**src/rtl/lcd_draw_scheduler.sv**
```systemverilog
// lcd_draw_scheduler: round-robin arbiter that streams clipped rectangles as LCD pixel writes
module lcd_draw_scheduler #(
    parameter int NREQ  = 3,
    parameter int SCR_W = 320,
    parameter int SCR_H = 240
) (
    input  logic              clk,
    input  logic              reset,
    input  logic [NREQ-1:0]   req,
    input  logic [NREQ*9-1:0] rect_x,
    input  logic [NREQ*8-1:0] rect_y,
    input  logic [NREQ*9-1:0] rect_w,
    input  logic [NREQ*8-1:0] rect_h,
    input  logic [NREQ*16-1:0] rect_color,
    output logic [NREQ-1:0]   grant,
    output logic [NREQ-1:0]   done,
    output logic              pix_valid,
    output logic [8:0]        pix_x,
    output logic [7:0]        pix_y,
    output logic [15:0]       pix_color,
    input  logic              pix_ready,
    output logic              busy
);
    localparam int IW = (NREQ > 1) ? $clog2(NREQ) : 1;

    typedef enum logic [1:0] {IDLE, LOAD, STREAM, FINISH} state_t;

    state_t          state_q;
    logic [IW-1:0]   rr_q, idx_q, win_d;
    logic            any_d;
    logic [NREQ-1:0] grant_q, done_q;
    logic            pv_q;
    logic [8:0]      px_q, x0_q, xl_q, xl_d, x_sel, w_sel;
    logic [7:0]      py_q, yl_q, yl_d, y_sel, h_sel;
    logic [15:0]     pc_q, c_sel;
    logic [9:0]      room_x, w_eff;
    logic [8:0]      room_y, h_eff;
    logic            degen_d;

    // Round-robin pick: the lowest offset after rr_q with a pending request wins
    always_comb begin
        any_d = 1'b0;
        win_d = rr_q;
        for (int i = NREQ; i >= 1; i--) begin
            if (req[(int'(rr_q) + i) % NREQ]) begin
                any_d = 1'b1;
                win_d = IW'((int'(rr_q) + i) % NREQ);
            end
        end
    end

    // Select the granted rectangle and clip it against the screen edges
    always_comb begin
        x_sel   = rect_x[int'(idx_q)*9 +: 9];
        y_sel   = rect_y[int'(idx_q)*8 +: 8];
        w_sel   = rect_w[int'(idx_q)*9 +: 9];
        h_sel   = rect_h[int'(idx_q)*8 +: 8];
        c_sel   = rect_color[int'(idx_q)*16 +: 16];
        room_x  = 10'(SCR_W) - {1'b0, x_sel};
        room_y  = 9'(SCR_H) - {1'b0, y_sel};
        w_eff   = ({1'b0, w_sel} < room_x) ? {1'b0, w_sel} : room_x;
        h_eff   = ({1'b0, h_sel} < room_y) ? {1'b0, h_sel} : room_y;
        xl_d    = 9'({1'b0, x_sel} + w_eff - 10'd1);
        yl_d    = 8'({1'b0, y_sel} + h_eff - 9'd1);
        degen_d = (w_sel == 9'd0) || (h_sel == 8'd0) ||
                  ({1'b0, x_sel} >= 10'(SCR_W)) || ({1'b0, y_sel} >= 9'(SCR_H));
    end

    // Scheduler FSM with registered grant, done and pixel outputs
    always_ff @(posedge clk or posedge reset) begin
        if (reset) begin
            state_q <= IDLE;
            rr_q    <= IW'(NREQ - 1);
            idx_q   <= '0;
            grant_q <= '0;
            done_q  <= '0;
            pv_q    <= 1'b0;
            px_q    <= '0;
            py_q    <= '0;
            pc_q    <= '0;
            x0_q    <= '0;
            xl_q    <= '0;
            yl_q    <= '0;
        end else begin
            done_q <= '0;
            case (state_q)
                IDLE: if (any_d) begin
                    idx_q   <= win_d;
                    grant_q <= NREQ'(1) << win_d;
                    state_q <= LOAD;
                end
                LOAD: begin
                    x0_q <= x_sel;
                    xl_q <= xl_d;
                    yl_q <= yl_d;
                    px_q <= x_sel;
                    py_q <= y_sel;
                    pc_q <= c_sel;
                    if (degen_d) begin
                        done_q  <= grant_q;
                        state_q <= FINISH;
                    end else begin
                        pv_q    <= 1'b1;
                        state_q <= STREAM;
                    end
                end
                STREAM: if (pix_ready) begin
                    if (px_q == xl_q) begin
                        px_q <= x0_q;
                        if (py_q == yl_q) begin
                            pv_q    <= 1'b0;
                            done_q  <= grant_q;
                            state_q <= FINISH;
                        end else begin
                            py_q <= py_q + 8'd1;
                        end
                    end else begin
                        px_q <= px_q + 9'd1;
                    end
                end
                FINISH: begin
                    rr_q    <= idx_q;
                    grant_q <= '0;
                    state_q <= IDLE;
                end
                default: state_q <= IDLE;
            endcase
        end
    end

    assign grant     = grant_q;
    assign done      = done_q;
    assign pix_valid = pv_q;
    assign pix_x     = px_q;
    assign pix_y     = py_q;
    assign pix_color = pc_q;
    assign busy      = (state_q != IDLE);
endmodule

```
**config.mk**
```make
export PLATFORM = sky130hd
export DESIGN_NAME = lcd_draw_scheduler
export DESIGN_NICKNAME = d
export VERILOG_FILES = /design/src/rtl/lcd_draw_scheduler.sv
export SDC_FILE = /design/constraint.sdc
export NUM_CORES = 1
export LEC_CHECK = 0
export ABC_AREA = 1
export BUFFER_PORTS_ARGS = -buffer_cell sky130_fd_sc_hd__buf_4
export CELL_PAD_IN_SITES_DETAIL_PLACEMENT = 1
export CELL_PAD_IN_SITES_GLOBAL_PLACEMENT = 1
export CORE_UTILIZATION = 39
export DETAILED_ROUTE_END_ITERATION = 8
export PLACE_DENSITY = 0.89
export SYNTH_ARGS = -nofsm -noshare
export SYNTH_HDL_FRONTEND = slang
export SYNTH_SLANG_ARGS = --single-unit
```
**constraint.sdc**
```tcl
create_clock -name clk -period 9.1 [get_ports clk]
set_input_delay 0.455 -clock clk [delete_from_list [all_inputs] [get_ports clk]]
set_output_delay 0.455 -clock clk [all_outputs]
set_load 0.02 [all_outputs]
```
Word-level counts from Yosys, hierarchy flattened
Index checks and enable logic that the tools add are counted.

Input port bits: 156. Word-level logic and storage cells: 108. Output and inout bits: 41. Bits in registers: 72.

Reductions and logical operators: 15. Magnitude comparators: 7. Equal/unequal tests: 11. Add/subtract/negate cells: 11. Div/mod/pow operators: 3. Multipliers: 1. Shifts and indexed selects: 6. Muxes and demuxes: 42.

Operators with widths (number): 32-bit by 4-bit < comparator with 1-bit output, second input constant (3); 32-bit by 3-bit modulo with 32-bit output, second input constant (3); 24-bit by 6-bit variable part select with 8-bit output (2); 48-bit by 7-bit variable part select with 16-bit output (1); 8-bit 2-to-1 mux (4); 27-bit by 32-bit variable part select with 9-bit output (1); 9-bit 2-to-1 mux (3); 27-bit by 7-bit variable part select with 9-bit output (1); 9-bit case mux with 2 select lines (1); 8-bit case mux with 2 select lines (1); 3-bit 2-to-1 mux (5); 1-bit 2-to-1 mux (14); 2-bit 2-to-1 mux (7); 2-bit != test, second input constant (6); 3-bit case mux with 2 select lines (2); 9-bit by 10-bit < comparator with 1-bit output (1); 9-bit by 9-bit subtractor with 10-bit output, first input constant (1); 9-bit by 1-bit adder with 9-bit output, second input constant (1); 9-bit adder (1); 9-bit equality test (1); 9-bit greater-or-equal comparator, second input constant (1); 9-bit zero test (1); 8-bit by 9-bit < comparator with 1-bit output (1); 8-bit by 8-bit subtractor with 9-bit output, first input constant (1); other kinds (22) (33).

Logic depth before layout (Yosys ltp)
Gate-level depths: netlist of run 1.

Depth in word-level cells: 11. Gate-level depth with buffers: 41. Mapped depth without buffers: 38.

Worst setup path before layout of run 1
Ideal clock, no wire load.

Path type: register to register. Start: register idx_q[0]. End: register yl_q[7]. Arrival: 4.532 ns. Period minus slack after synthesis: 4.649 ns. Required time: 8.983 ns. Buffers on the path: 3. Setup time: 0.117 ns. Setup slack: 4.451 ns. Stages on the path, launching flop included: 42. Path through: dfrtp_1 -> inv_2 -> buf_6 -> nand2_2 -> inv_2 -> buf_6 -> buf_6 -> nand2_1 -> nand2_1 -> inv_1 -> ha_1 -> nand2_1 -> inv_1 -> nand2_1 -> xnor2_1 -> ha_1 -> inv_1 -> nor3_1 -> (+6 left out) -> nand2_2 -> nand2_1 -> o21ai_0 -> ha_1 -> inv_1 -> ha_1 -> inv_1 -> fa_1 -> nor2_1 -> a211oi_1 -> or2_2 -> nand2_1 -> a21oi_1 -> xor2_1 -> inv_1 -> nand3_1 -> nand3_1 -> nand2_1.

Longest elaborated chain between the ends: 6. Elaborated cells between the ends (all ways): 7. Classes of those cells: add/sub (3); order compare (1); shift (2); mux (1).

RTL lines: from (decl) (RTL line 29) `logic [IW-1:0] rr_q, idx_q, win_d;`; from (signal assigned) (RTL line 88) `idx_q <= win_d;`; 24-bit by 6-bit variable part select with 8-bit output (RTL line 55) `y_sel = rect_y[int'(idx_q)*8 +: 8];`; 8-bit by 8-bit subtractor with 9-bit output (RTL line 60) `room_y = 9'(SCR_H) - {1'b0, y_sel};`; 8-bit by 9-bit < comparator with 1-bit output (RTL line 62) `h_eff = ({1'b0, h_sel} < room_y) ? {1'b0, h_sel} : room_y;`; 8-bit 2-to-1 mux (RTL line 62); 8-bit adder * (RTL line 64) `yl_d = 8'({1'b0, y_sel} + h_eff - 9'd1);`; 8-bit by 1-bit subtractor with 8-bit output * (RTL line 64); to (signal assigned) (RTL line 95) `yl_q <= yl_d;`; to (decl) (RTL line 34) `logic [7:0] py_q, yl_q, yl_d, y_sel, h_sel;`.

Every way passes the cells marked *; elsewhere a longest branch is shown, timed or not. A chain may end at the register's enable or synchronous reset.

Worst setup path after layout of run 1
Start: register idx_q[1]. End: register yl_q[7].

Same word-level chain as after synthesis.

==> results of run 1 <==
cell type report:
class                           instances  area, um^2  share of cell area
Tap cell                              216       270.3             0.03236
Clock buffer                            9       225.2             0.02697
Timing Repair Buffer                  202        1516              0.1816
Inverter                              131       491.7             0.05888
Antenna cell                            1       2.502           0.0002996
Multi-Input combinational cell        704        3964              0.4746
Clock inverter                          7       77.57            0.009288
Sequential cell                        72        1804              0.2160
cell families after synthesis:
logic type                 Yosys count
buffers and inverters              169
AOI/OAI and AO/OA                  212
DFF                                 72
xor gates and xnor gates            38
and+or+nand+nor                    399
adders and majority gates           55
cells in the final DEF (no fill, tap or decap), drive strengths merged, types with 24 or more instances in the layout:
cell / Yosys / layout
nor2: 120 / 120
a21oi: 37 / 37
xor2: 30 / 30
dfrtp: 71 / 71
ha: 53 / 53
inv: 131 / 135
or2: 24 / 24
o21ai: 118 / 118
buf: 17 / 202
nand3: 30 / 30
nand2: 204 / 204
flip-flops by register name (all words and copies together), names as in the netlist:
name and cells:
pix_valid 1, xl_q 9, rr_q 2, pix_color 16
done 3, pix_x 9, idx_q 2, state_q 2
x0_q 9, grant 3, yl_q 8, pix_y 8
stage by stage:
stage,hold slack [ns],utilization,instance area (um^2),cells
after floorplan,0.4479,-,6455,945
after global placement,0.4664,0.5029,8046,1325
after detailed placement,0.4811,0.5029,8046,1325
after CTS,0.3714,0.5218,8349,1341
after global routing,0.3801,0.5220,8352,1342
final,0.3777,0.5220,8352,1342
metal layers:
| layer | part of all wire | wire [um] | vias up | global-route usage |
|---|---|---|---|---|
| li1 | - | - | 3434 | - |
| met1 | 0.43 | 10060 | 3406 | 0.3617 |
| met2 | 0.48 | 11200 | 232 | 0.4799 |
| met3 | 0.067 | 1549 | 18 | 0.05090 |
| met4 | 0.014 | 318 | 0 | 0.08114 |
| met5 | 0 | 0 | - | 0 |
worst max path at each step:
| stage | cells after the start | end |
|---|---|---|
| after floorplan | 41 | yl_q[7]$_DFFE_PP0P_ |
| after global placement | 37 | yl_q[7]$_DFFE_PP0P_ |
| after detailed placement | 37 | yl_q[7]$_DFFE_PP0P_ |
| after CTS | 37 | yl_q[7]$_DFFE_PP0P_ |
| after global routing | 37 | yl_q[7]$_DFFE_PP0P_ |
| final | 38 | yl_q[7]$_DFFE_PP0P_ |
tightest hold or removal path, stage by stage:
cell and delay, ns:
buf_4 0.11, inv_2 0.04, buf_4 0.70
==> summary.md, run 1 <==
| Metric | Value |
|---|---|
| Status | `finished, final reports clean` |
| Clock sink total | `just over 70` |
| Synth top cells by count | `197 x nand2_1, 125 x inv_1, 117 x nor2_1, 113 x o21ai_0, 71 x dfrtp_1` |
| Die height | `about 130 um` |
| XOR/XNOR Fraction of Synth Area | `0.05156` |
| Adder-cell share of the synthesized area | `0.1089` |
| Max Clk Rate | `0.1770 GHz` |
| Post-route setup slack | `3.451 ns` |
| Vias | `between 7,000 and 8,000` |
| Syn Std Cell Area | `0.006455 mm^2` |
| YS warnings | `0` |
| CTS tree | `yes` |
| Routed WL | `roughly 23 mm` |
| Area Growth Syn to Fin | `29.39%` |
| WL per Instance | `17.23 um` |
| Final Critical Period | `around 5.6 ns` |
| Hold_buf cts | `0` |
| Root Buffer | `clkbuf_16` |
| Mux cell area share after synthesis | `0` |
| Synth Register Bits | `72` |
| Core footprint | `roughly 0.016 mm^2` |
| IO buf count | `196` |
| TritonRoute pass-1 iters | `4` |
| Fraction of layout cells with a size suffix above 1 | `0.2364` |
| Worst Path Required | `roughly 9.3 ns` |
| Max stage delay on crit path | `0.41 ns` |
| Io pins | `about 200` |
| Initial DRC count | `about 380` |
| DRC | `0` |
| Post-synth ARST share | `1.000` |
| All-Layer GR Usage | `0.2811` |
| Yosys top cell by area | `dfrtp_1` |
| Top-area cell type share of the netlist area | `0.2752` |
| Top cells by area, synth | `dfrtp_1 28%, nand2_1 11%, ha_1 10%, o21ai_0 8.8%, inv_1 7.3%` |
| Final Hold Viols | `0` |
| Final critical-path share of the clock period | `0.6208` |
| Synthesized Nets | `approximately 1,200` |
| Max Slew Vio Count | `0` |
| Main combinational cell family by area after synthesis | `simple AND/OR/NAND/NOR gates` |
| Worst R2R Start | `idx_q[1]$_DFFE_PP0P_` |
| Post-CTS Resized | `0` |
| Min-Delay Path Class | `input port to async pin` |
| Clock skew | `about 0.012 ns` |
| Vias/cell | `roughly 5.3` |
| Initial antenna violation count | `1` |
| Clock tree buffer depth | `2` |
| Setup TNS | `0 ns` |
| R2R depth | `38` |
| Effective utilization at floorplan | `0.4034` |
| Final #Nets | `about 1,300` |
| Row count | `46` |
| Netlist cell types | `50` |
| Simple-gate portion of the synthesized area | `0.2609` |
| Post-DP HPWL | `approximately 18 mm` |
| Final ANT Viol Nets | `0` |
| Compound-Gate Fraction of Synth Area | `0.1923` |
| Crit Path Category | `register to register` |
| Most frequent CP cell | `nand2_1` |
| Slew HR | `0.2707` |
| FF-to-FF End | `yl_q[7]$_DFFE_PP0P_` |
| Primary FF master, synth | `dfrtp_1` |
| Syn avg cell area | `around 6.8 um^2` |
| CP arrival | `approximately 6 ns` |
| CTS H-tree depth | `3` |
| Cell count after synthesis | `945` |
| Final setup viols | `0` |
| CTS Buf Count | `9` |
| Largest net degree at the start of global routing | `73` |
| Worst setup path startpoint | `idx_q[1]$_DFFE_PP0P_` |
| Worst-path clk slew | `around 0.07 ns` |
| Crit Path Max Fanout | `33` |
| Pre-CTS WS | `roughly 3.4 ns` |
| R2R Setup Slk | `3.45 ns` |
| Worst path slowest cell | `fa_1` |
| Unrepaired setup endpoints after global routing | `false` |
| Most frequent cell after synthesis | `nand2_1` |
| Die Width | `130.7 um` |
| Slew @ Worst Pin | `about 1.1 ns` |
| Post-synth EDFFs | `0` |
| CP Launch Type | `register` |
| First-pass GRT wire length | `36.65 mm` |
| Crit-path leading delay family | `simple AND/OR/NAND/NOR gates` |
| Number of fill cells | `2,165` |
| Die area | `0.01707 mm^2` |
| Sequential share of the synthesized area | `0.2793` |
| Total gr overflow | `0` |
| Max Cap Viol | `0` |
| Vias in the first global route | `7,160` |
| Crit path buffers/inverters | `8` |
| Setup Buffers After CTS | `0` |
| Crit end category | `register` |
| Clk_lat worst skew | `0.35 ns` |
| Placer congestion estimate | `roughly 0.9` |
Power of run 1 is left out: the tool's default activity adds up to more than one toggle a clock period on the data nets, which glitch-free logic cannot reach.
==> run 2, diff against run 1 <==
Settings changed: CORE_UTILIZATION 39 to 33, PLACE_DENSITY 0.89 to 0.81.
Clock period 9.1 ns to 4.8 ns, I/O delays scaled along.
==> summary.md, run 2 (same netlist as run 1, synthesis figures left out) <==
| Metric | Value |
|---|---|
| Finished Cell Area | `0.009405 mm^2 (+13%)` |
| Worst path slowest cell | `dfrtp_2` |
| Total gr overflow | `0 (unchanged)` |
| Effective utilization at floorplan | `0.3405 (-0.06290)` |
| R2R depth | `32 (-16%)` |
| Vias/cell | `5.068 (-4.1%)` |
| Vias | `7,415 (+4.6%)` |
| Post-route setup slack | `-0.1079 ns (-3.559 ns)` |
| Setup TNS | `-0.1972 ns (-0.1972 ns)` |
| Die area | `0.02012 mm^2 (+18%)` |
| Root Buffer | `clkbuf_16` |
| Vias in the first global route | `7,523 (+5.1%)` |
| Status | `finished, violations left` |
| WL per Instance | `18.05 um (+4.8%)` |
| Io pins | `197 (unchanged)` |
| Core footprint | `0.01896 mm^2 (+18%)` |
| Final critical-path share of the clock period | `1.022 (+0.4017)` |
| Core Util, Final | `0.4962 (-0.02580)` |
| Worst-path clk slew | `0.07 ns (about the same)` |
| Number of diodes | `0 (-1)` |
| Final #Nets | `1,409 (+5.9%)` |
| Worst R2R Start | `idx_q[0]$_DFFE_PP0P_` |
| Max Cap Viol | `0 (unchanged)` |
| Routed WL | `26.41 mm (+14%)` |
| Number of fill cells | `2,440 (+13%)` |
| Most frequent cells in the layout | `270 x buf_4, 184 x nand2_1, 113 x inv_1` |
| Most common cell after layout, fill and taps aside | `buf_4` |
| CP Launch Type | `register` |
| Max Slew Vio Count | `0 (unchanged)` |
| Failing checks | `negative setup slack` |
| Initial DRC count | `350 (-8.4%)` |
| Min-Delay Path Class | `input port to register` |
| All-Layer GR Usage | `0.2502 (-0.03090)` |
| TritonRoute pass-1 iters | `4 (unchanged)` |
| Largest net degree at the start of global routing | `48 (-34%)` |
| CP arrival | `5.10 ns (-0.78 ns)` |
| Crit Path Category | `register to register` |
| Final Hold Viols | `0 (unchanged)` |
| Clk_lat worst skew | `0.35 ns (about the same)` |
| Max stage delay on crit path | `0.51 ns (+0.10 ns)` |
| R2R Setup Slk | `-0.11 ns (-3.56 ns)` |
| First-pass GRT wire length | `38.92 mm (+6.2%)` |
| Placer congestion estimate | `0.9266 (+2.5%)` |
| Most frequent CP cell | `nand2_1` |
| Final hold slack | `0.1486 ns (-0.2291 ns)` |
| Max Clk Rate | `0.2038 GHz (+15%)` |
| Unrepaired setup endpoints after global routing | `true` |
| Slew @ Worst Pin | `1.127 ns (+0.03439 ns)` |
| Crit Path Max Fanout | `7 (-79%)` |
| Final Critical Period | `4.908 ns (-0.7413 ns)` |
| Fraction of layout cells with a size suffix above 1 | `0.3416 (+0.1052)` |
| Endpoint of the worst hold path | `pix_color[8]$_DFFE_PP0P_` |
| Worst Path Required | `5.00 ns (-4.33 ns)` |
| Final setup viols | `3 (+3)` |
| Clock tree buffer depth | `2 (unchanged)` |
| Hold Crit Start | `rect_color[40]` |
| Clock skew | `0.009784 ns (-0.002368 ns)` |
| Crit end category | `register` |
| IO buf count | `196 (unchanged)` |
| Clock sink total | `72 (unchanged)` |
| Worst Hold Depth | `3` |
| Initial antenna violation count | `0 (-1)` |
| CTS H-tree depth | `3 (unchanged)` |
| Post-DP HPWL | `19.65 mm (+8.0%)` |
| Die height | `141.9 um (+8.6%)` |
| Area Growth Syn to Fin | `45.71%` |
| FF-to-FF End | `xl_q[7]$_DFFE_PP0P_` |
| DRC | `0 (unchanged)` |
| Area after DPL | `0.008349 mm^2 (+3.8%)` |
| Die Width | `141.9 um (+8.6%)` |
| CTS tree | `yes` |
| Row count | `50 (+8.7%)` |
| Final ANT Viol Nets | `0 (unchanged)` |
| CTS Buf Count | `9 (unchanged)` |
| Slew HR | `0.2477 (-0.02295)` |
| Max reg flops | `16 (unchanged)` |
## run 2: changes by cell type in the layout (fill, tap and decap cells not counted), moves of 5 or more
cell,delta
buf_4,+68
nand2_2,+10
nand2_1,-13
xor2_2,+5
o21ai_1,+11
o21ai_0,-15
xor2_1,-5
inv_1,-11
nor2_1,-6
ha_1,-6
inv_2,+7
## run 2: how the worst max path moves through the flow
stage                           to                  from
3_5_place_dp   xl_q[7]$_DFFE_PP0P_  idx_q[0]$_DFFE_PP0P_
2_1_floorplan  yl_q[7]$_DFFE_PP0P_  idx_q[0]$_DFFE_PP0P_
4_1_cts        xl_q[7]$_DFFE_PP0P_  idx_q[0]$_DFFE_PP0P_
5_1_grt        xl_q[7]$_DFFE_PP0P_  idx_q[0]$_DFFE_PP0P_
6_report       xl_q[7]$_DFFE_PP0P_  idx_q[0]$_DFFE_PP0P_
3_3_place_gp   xl_q[7]$_DFFE_PP0P_  idx_q[1]$_DFFE_PP0P_
## run 2: final cells by class
cell class,count,area [um^2],share of cell area
Multi-Input combinational cell,704,4255,0.4524
Timing Repair Buffer,280,2182,0.2320
Sequential cell,72,1805,0.1920
Inverter,131,509.2,0.05414
Tap cell,260,325.3,0.03459
Clock buffer,9,225.2,0.02395
Clock inverter,7,102.6,0.01091
## run 2: through the flow
| stage | worst slack, ns | cells |
|---|---|---|
| floorplan | 0.1508 | 945 |
| global placement | 0.08657 | 1402 |
| detailed placement | -0.1614 | 1402 |
| CTS | 0.02227 | 1424 |
| global route | -0.4830 | 1463 |
| finish | -0.1079 | 1463 |
## run 2: repair_timing
action,in CTS,in global routing
hold buffers,1,0
buffers inserted,6,37
gates cloned,0,2
pin swaps,6,49
gates resized for setup,22,91
hold endpoints to repair,5,0
setup endpoints to repair,4,7
## run 2: worst max-delay path: cells and delay by family, from the launching register on
| kind | cells | cell delay (ns) |
|---|---|---|
| and+or+nand+nor | 16 | 1.66 |
| AOI/OAI and AO/OA | 5 | 0.68 |
| buffers and inverters | 5 | 0.45 |
| adders and majority gates | 4 | 1.20 |
| DFF | 1 | 0.51 |
| xor gates and xnor gates | 2 | 0.28 |
## run 2: per-layer routing
layer | wire length [um] | share of wire | global-route usage
met1 | 11040 | 0.42 | 0.3057
met2 | 13010 | 0.49 | 0.4392
met3 | 1647 | 0.062 | 0.05670
met4 | 721 | 0.027 | 0.06848
met5 | 0 | 0 | 0
Power of run 2 is left out for the same reason.
